<file path="src/rtl/wb_ctrl_if.sv">
// Writeback controller bus: execute/memory side handshake, register-file
// write port and forwarding (bypass) port, grouped for wb_ctrl.
interface wb_ctrl_if #(
    parameter int DATA_W = 32,
    parameter int REG_AW = 5
);
    logic              in_valid;
    logic              in_ready;
    logic [2:0]        opcode;
    logic [3:0]        fcode;
    logic [REG_AW-1:0] rs_a;
    logic [REG_AW-1:0] rt_a;
    logic [DATA_W-1:0] alu_out;
    logic [DATA_W-1:0] ra;
    logic              mem_valid;
    logic [DATA_W-1:0] mem_data;
    logic              wr_en;
    logic [REG_AW-1:0] wr_addr;
    logic [DATA_W-1:0] wr_data;
    logic              busy;
    logic              mem_err;
    logic              byp_valid;
    logic [REG_AW-1:0] byp_addr;
    logic [DATA_W-1:0] byp_data;

    // Upstream pipeline / environment side
    modport master (
        output in_valid, opcode, fcode, rs_a, rt_a, alu_out, ra,
               mem_valid, mem_data,
        input  in_ready, wr_en, wr_addr, wr_data, busy, mem_err,
               byp_valid, byp_addr, byp_data
    );

    // Writeback controller side
    modport slave (
        input  in_valid, opcode, fcode, rs_a, rt_a, alu_out, ra,
               mem_valid, mem_data,
        output in_ready, wr_en, wr_addr, wr_data, busy, mem_err,
               byp_valid, byp_addr, byp_data
    );
endinterface

</file>
<file path="src/rtl/wb_ctrl.sv">
// Writeback controller for the KGP RISC datapath.
// Decodes opcode/fcode into a single register-file write per retired
// instruction; loads wait in WAIT_MEM for memory data with a timeout.
// Optional forwarding port enabled by defining WB_BYPASS_EN.
//
//   state    | meaning
//   ---------+-----------------------------------------------------------
//   IDLE     | ready to accept one instruction per cycle
//   WAIT_MEM | load accepted, waiting for mem_valid or timeout
module wb_ctrl #(
    parameter int DATA_W      = 32,
    parameter int REG_AW      = 5,
    parameter int LINK_REG    = 31,
    parameter int MEM_TIMEOUT = 15,
    parameter int TO_W        = 4,
    parameter int ZERO_REG    = 1
) (
    input  logic     clk,
    input  logic     rst,
    wb_ctrl_if.slave bus
);

    typedef enum logic {IDLE, WAIT_MEM} state_t;

    localparam logic [TO_W-1:0] TO_LIMIT = TO_W'(MEM_TIMEOUT);

    state_t            state, state_n;
    logic [TO_W-1:0]   cnt, cnt_n;
    logic [REG_AW-1:0] ld_addr, ld_addr_n;
    logic              wr_en_q, wr_en_n;
    logic [REG_AW-1:0] wr_addr_q, wr_addr_n;
    logic [DATA_W-1:0] wr_data_q, wr_data_n;
    logic              mem_err_q, mem_err_n;
    logic              wr_req;
    logic [REG_AW-1:0] req_addr;
    logic [DATA_W-1:0] req_data;

    // State, timeout counter, latched load address and registered outputs
    always_ff @(posedge clk or posedge rst) begin
        if (rst) begin
            state     <= IDLE;
            cnt       <= '0;
            ld_addr   <= '0;
            wr_en_q   <= 1'b0;
            wr_addr_q <= '0;
            wr_data_q <= '0;
            mem_err_q <= 1'b0;
        end else begin
            state     <= state_n;
            cnt       <= cnt_n;
            ld_addr   <= ld_addr_n;
            wr_en_q   <= wr_en_n;
            wr_addr_q <= wr_addr_n;
            wr_data_q <= wr_data_n;
            mem_err_q <= mem_err_n;
        end
    end

    // Decode, next-state and next-output selection
    always_comb begin
        state_n   = state;
        cnt_n     = cnt;
        ld_addr_n = ld_addr;
        mem_err_n = 1'b0;
        wr_req    = 1'b0;
        req_addr  = '0;
        req_data  = '0;

        case (state)
            IDLE: begin
                if (bus.in_valid) begin
                    case (bus.opcode)
                        3'd0, 3'd1: begin
                            wr_req   = 1'b1;
                            req_addr = bus.rs_a;
                            req_data = bus.alu_out;
                        end
                        3'd2: begin
                            if (bus.fcode == 4'd0) begin
                                state_n   = WAIT_MEM;
                                cnt_n     = '0;
                                ld_addr_n = bus.rt_a;
                            end
                        end
                        3'd3: begin
                            if (bus.fcode == 4'd9) begin
                                wr_req   = 1'b1;
                                req_addr = REG_AW'(LINK_REG);
                                req_data = bus.ra;
                            end
                        end
                        default: ;
                    endcase
                end
            end
            WAIT_MEM: begin
                // Data arriving on the terminal-count cycle still wins
                if (bus.mem_valid) begin
                    wr_req   = 1'b1;
                    req_addr = ld_addr;
                    req_data = bus.mem_data;
                    state_n  = IDLE;
                end else if (cnt == TO_LIMIT) begin
                    mem_err_n = 1'b1;
                    state_n   = IDLE;
                end else if (cnt != '1) begin
                    cnt_n = cnt + 1'b1;
                end
            end
            default: state_n = IDLE;
        endcase

        // Register 0 writes are dropped but the instruction still retires
        wr_en_n   = wr_req && !((ZERO_REG != 0) && (req_addr == '0));
        wr_addr_n = wr_req ? req_addr : wr_addr_q;
        wr_data_n = wr_req ? req_data : wr_data_q;
    end

    assign bus.in_ready = (state == IDLE);
    assign bus.busy     = (state == WAIT_MEM);
    assign bus.wr_en    = wr_en_q;
    assign bus.wr_addr  = wr_addr_q;
    assign bus.wr_data  = wr_data_q;
    assign bus.mem_err  = mem_err_q;

`ifdef WB_BYPASS_EN
    // Forward the write that lands on wr_* next cycle
    assign bus.byp_valid = wr_en_n;
    assign bus.byp_addr  = wr_addr_n;
    assign bus.byp_data  = wr_data_n;
`else
    assign bus.byp_valid = 1'b0;
    assign bus.byp_addr  = '0;
    assign bus.byp_data  = '0;
`endif

endmodule
</file>
<file path="src/flat_wrapper.sv">
// flat-port wrapper written by rule: the top's interface ports become plain ports
module wb_ctrl_flat 
#(
    parameter int DATA_W      = 32,
    parameter int REG_AW      = 5,
    parameter int LINK_REG    = 31,
    parameter int MEM_TIMEOUT = 15,
    parameter int TO_W        = 4,
    parameter int ZERO_REG    = 1
)
  (clk, rst, bus_in_valid, bus_opcode, bus_fcode, bus_rs_a, bus_rt_a, bus_alu_out, bus_ra, bus_mem_valid, bus_mem_data, bus_in_ready, bus_wr_en, bus_wr_addr, bus_wr_data, bus_busy, bus_mem_err, bus_byp_valid, bus_byp_addr, bus_byp_data);
  wb_ctrl_if #(.DATA_W(DATA_W), .REG_AW(REG_AW)) bus_i ();
  input  logic clk;
  input  logic rst;
  input wire logic [$bits(bus_i.in_valid)-1:0] bus_in_valid;
  input wire logic [$bits(bus_i.opcode)-1:0] bus_opcode;
  input wire logic [$bits(bus_i.fcode)-1:0] bus_fcode;
  input wire logic [$bits(bus_i.rs_a)-1:0] bus_rs_a;
  input wire logic [$bits(bus_i.rt_a)-1:0] bus_rt_a;
  input wire logic [$bits(bus_i.alu_out)-1:0] bus_alu_out;
  input wire logic [$bits(bus_i.ra)-1:0] bus_ra;
  input wire logic [$bits(bus_i.mem_valid)-1:0] bus_mem_valid;
  input wire logic [$bits(bus_i.mem_data)-1:0] bus_mem_data;
  output wire logic [$bits(bus_i.in_ready)-1:0] bus_in_ready;
  output wire logic [$bits(bus_i.wr_en)-1:0] bus_wr_en;
  output wire logic [$bits(bus_i.wr_addr)-1:0] bus_wr_addr;
  output wire logic [$bits(bus_i.wr_data)-1:0] bus_wr_data;
  output wire logic [$bits(bus_i.busy)-1:0] bus_busy;
  output wire logic [$bits(bus_i.mem_err)-1:0] bus_mem_err;
  output wire logic [$bits(bus_i.byp_valid)-1:0] bus_byp_valid;
  output wire logic [$bits(bus_i.byp_addr)-1:0] bus_byp_addr;
  output wire logic [$bits(bus_i.byp_data)-1:0] bus_byp_data;
  assign bus_i.in_valid = bus_in_valid;
  assign bus_i.opcode = bus_opcode;
  assign bus_i.fcode = bus_fcode;
  assign bus_i.rs_a = bus_rs_a;
  assign bus_i.rt_a = bus_rt_a;
  assign bus_i.alu_out = bus_alu_out;
  assign bus_i.ra = bus_ra;
  assign bus_i.mem_valid = bus_mem_valid;
  assign bus_i.mem_data = bus_mem_data;
  assign bus_in_ready = bus_i.in_ready;
  assign bus_wr_en = bus_i.wr_en;
  assign bus_wr_addr = bus_i.wr_addr;
  assign bus_wr_data = bus_i.wr_data;
  assign bus_busy = bus_i.busy;
  assign bus_mem_err = bus_i.mem_err;
  assign bus_byp_valid = bus_i.byp_valid;
  assign bus_byp_addr = bus_i.byp_addr;
  assign bus_byp_data = bus_i.byp_data;
  wb_ctrl #(.DATA_W(DATA_W), .REG_AW(REG_AW), .LINK_REG(LINK_REG), .MEM_TIMEOUT(MEM_TIMEOUT), .TO_W(TO_W), .ZERO_REG(ZERO_REG)) u_core (.clk(clk), .rst(rst), .bus(bus_i));
endmodule
</file>
<file path="config.mk">
export PLATFORM = sky130hd
export DESIGN_NAME = wb_ctrl_flat
export DESIGN_NICKNAME = d
export VERILOG_FILES = /design/src/rtl/wb_ctrl_if.sv /design/src/rtl/wb_ctrl.sv /design/src/flat_wrapper.sv
export SDC_FILE = /design/constraint.sdc
export NUM_CORES = 1
export LEC_CHECK = 0
export CAP_MARGIN = 20
export CORE_ASPECT_RATIO = 0.5
export CORE_MARGIN = 4
export CORE_UTILIZATION = 37
export DETAILED_ROUTE_END_ITERATION = 6
export PLACE_DENSITY = 0.86
export SLEW_MARGIN = 10
export SYNTH_ARGS = -nofsm -noshare
export SYNTH_HDL_FRONTEND = slang
export SYNTH_SLANG_ARGS = --single-unit
</file>
<file path="constraint.sdc">
create_clock -name clk -period 3.2 [get_ports clk]
set_clock_uncertainty 0.1 [all_clocks]
set_input_delay 0.64 -clock clk [delete_from_list [all_inputs] [get_ports clk]]
set_output_delay 0.64 -clock clk [all_outputs]
set_load 0.01 [all_outputs]
</file>
==> flow_summary.toml <==
[layout]
final_area_um2 = 4340
antenna_cells = 0
final_util_pct = 63.6
fin_nets = 500
area_growth_pct = 63.5
seqCellArea_um2 = 1230
fin_cells = 473
multi_input_area_um2 = 1210
drive_gt1_share_pct = 15.0
fill_cells = 508

[grt]
grt_pass1_vias = 2508
grt_overflow = 0
grt_pass1_wl_um = 13000
gr-usage-all-layers_pct = 19.1
grt_max_degree = 50
antenna_found_initial = 0

[detailed_routing]
post_drt_wl_per_cell_um = 18.6
drt-pass1-iter-count = 4
wirelength_um = 8790
initialDrtViolationCount = 136
via_count = 2483
drc = 0
dr.max_layer_used = "met4"
wl_met3_um = 412
wl_met1_um = 3230
dr_wl_met2_um = 4920
vias_per_cell = 5.25
ant_nets = 0

[placed_design]
portBuffers = 157
dpl.cell_count = 466
gp_congestion = 0.815
placed_cell_area_um2 = 4190
hpwl_um = 7010

[floorplan]
num_rows = 21
core_um2 = 6830
die_w_um = 128
die_h_um = 67.9
io_pins = 196
start_util_pct = 38.9
dieArea_um2 = 8680

[yosys]
synth_area_um2 = 2660
synth.mux.area_fraction_pct = 2.12
synth_top_family_by_area = "compound AO/OA/AOI/OAI gates"
synth-seq-area-share_pct = 46.1
synth_top_cell_area_share_pct = 46.1
yosysTopAreaCell = "dfrtp_1"
synth_fa_ha_area_share_pct = 0.471
synth_seq_cells = 49
syn_inst = 225
synth_area_leaders = "dfrtp_1 (46%), a221o_2 (13%), a22o_1 (11%)"
ys_warn_count = 0
post_synth.cell_area_avg_um2 = 11.8
synthSimpleGateAreaFrac_pct = 6.73
synth_compound_area_share_pct = 29.8
synth_cell_types = 33
yosys.area_share.xor_xnor_pct = 0.330

[worst_setup_path]
path_max_fanout = 37
path_class = "in -> reg"
setup.worst_path.end_class = "flop"
cp-start-kind = "input pin"
worstRegToRegCells = 3
r2r_end = "u_core.bus.wr_data[10]$_DFFE_PP0P_"
reg2reg_from = "u_core.bus.busy$_DFF_PP0_"
cp.required_ns = 3.26
cp.arrival_ns = 2.86
r2r_setup_slack_ns = 0.82

[timing]
finalCriticalPeriod_ns = 2.79
setup_viol = 0
drv_slew = 0
rsz0062_at_grt = "false"
fmax_mhz = 358
worstMarginPinSlew_ns = 1.07
finalHoldViolCount = 0
maxSlewHeadroom_pct = 29.0
holdWs_ns = 0.391
fin_setup_tns_ns = 0
period_share_pct = 87.3

[min_path]
holdPathStages = 1
min-delay-start = "u_core.bus.wr_addr[4]$_DFFE_PP0P_"
holdPathEnd = "u_core.bus.wr_addr[4]$_DFFE_PP0P_"
min_path_type = "reg -> reg"

[clock_tree]
cts_sinks = 49
cts_tree = "built"
clock_latency_ns = 0.28
cts_resized = 0
cts_hold_buf = 0
ctsLongestPathBuffers = 2
path_clk_slew_ns = 0.06
post-cts-setup-buffers = 0
clock-root-buffer = "clkbuf_16"
cts_buffers = 5
htree_levels = 2

[flow_run]
timing.max_cap.violations = 0

[pwr]
p_leak_nw = 1.89
ir_drop_uv = 203
power_density_nw_per_um2 = 415

[status]
status = "finished, final reports clean"
==> cells by family after synthesis <==
family / after synthesis
buf+inv: 56
xor+xnor: 1
mux: 5
other cells: 1
compound gates: 82
flops: 49
fa+ha+maj: 1
simple gates: 30
==> through the flow <==
step	worst slack (ns)	power (mW)
2_1_floorplan	0.904	0.990
3_3_place_gp	0.286	1.30
3_5_place_dp	0.139	1.32
4_1_cts	0.418	1.81
5_1_grt	0.332	1.88
6_report	0.405	1.80
==> worst max-delay path: stages <==
cell	delay [ns]
clkdlybuf4s50_1	0.42
or4b_4	0.58
o22ai_1	0.30
a31oi_4	0.44
a221o_2	0.48
==> final cells by class <==
| cell class | count | share of cell area, % |
|---|---|---|
| clock buffers | 5 | 2.88 |
| multi-input cells | 157 | 27.9 |
| well taps | 92 | 2.65 |
| flip-flops and latches | 49 | 28.2 |
| inverters | 4 | 0.346 |
| repair buffers | 165 | 37.8 |
| clock inverters | 1 | 0.115 |
==> cell usage after synthesis <==
master,number
buf_4,38
a2111oi_4,1
nor3_1,2
or4b_2,1
nor4b_2,1
conb_1,1
dfrtp_1,49
ha_1,1
xnor2_1,1
nand3_1,5
nor2_1,4
o21ai_0,4
nand2_1,6
a221o_2,31
a221o_1,4
a21o_1,1
nand2b_1,1
clkbuf_1,7
and3_1,1
a31oi_1,1
or2_4,1
mux2_2,5
a21oi_1,2
nand3b_1,2
or4b_4,1
buf_6,3
o22ai_1,1
a211o_1,3
and2_1,2
a22o_1,34
buf_2,4
inv_1,4
or3_1,3
==> worst max-delay path by stage <==
stage,startpoint,endpoint,depth (start not counted)
2_1_floorplan,bus_fcode[2],u_core.bus.wr_data[0]$_DFFE_PP0P_,5
3_3_place_gp,bus_opcode[2],u_core.bus.wr_data[17]$_DFFE_PP0P_,5
3_5_place_dp,bus_fcode[2],u_core.bus.wr_data[8]$_DFFE_PP0P_,5
4_1_cts,bus_fcode[2],u_core.bus.wr_data[0]$_DFFE_PP0P_,5
5_1_grt,bus_opcode[2],u_core.bus.wr_data[27]$_DFFE_PP0P_,5
6_report,bus_fcode[2],u_core.bus.wr_data[10]$_DFFE_PP0P_,5
==> layout by cell type (no fill, tap or decap), drive strengths merged, types with 3 or more instances in the layout <==
master         count
clkdlybuf4s50    157
dfrtp             49
conb              38
a221o             35
a22o              34
buf                8
nand2              6
nand3              5
mux2               5
clkbuf             5
o21ai              4
nor2               4
inv                4
or3                3
a211o              3
==> state kept, by name, indices dropped and copies added, names as in the netlist <==
| register | cells |
|---|---|
| u_core.bus.busy | 1 |
| u_core.bus.mem_err | 1 |
| u_core.bus.wr_addr | 5 |
| u_core.bus.wr_data | 32 |
| u_core.bus.wr_en | 1 |
| u_core.cnt | 4 |
| u_core.ld_addr | 5 |
==> power breakdown <==
part           internal [mW]  switching [mW]  total [mW]  leakage (nW)
Combinational          0.356           0.190       0.547          1.20
Clock                  0.280           0.212       0.492        0.0655
Sequential             0.709          0.0548       0.764         0.626
Total                   1.34           0.457        1.80          1.89
==> per-layer routing <==
layer  vias up  track usage [%]
met5         -                0
li1       1116                -
met3        23             3.04
met4         0             7.01
met2        93             37.2
met1      1251             21.6
No activity file was read; power rests on OpenSTA's default activity.
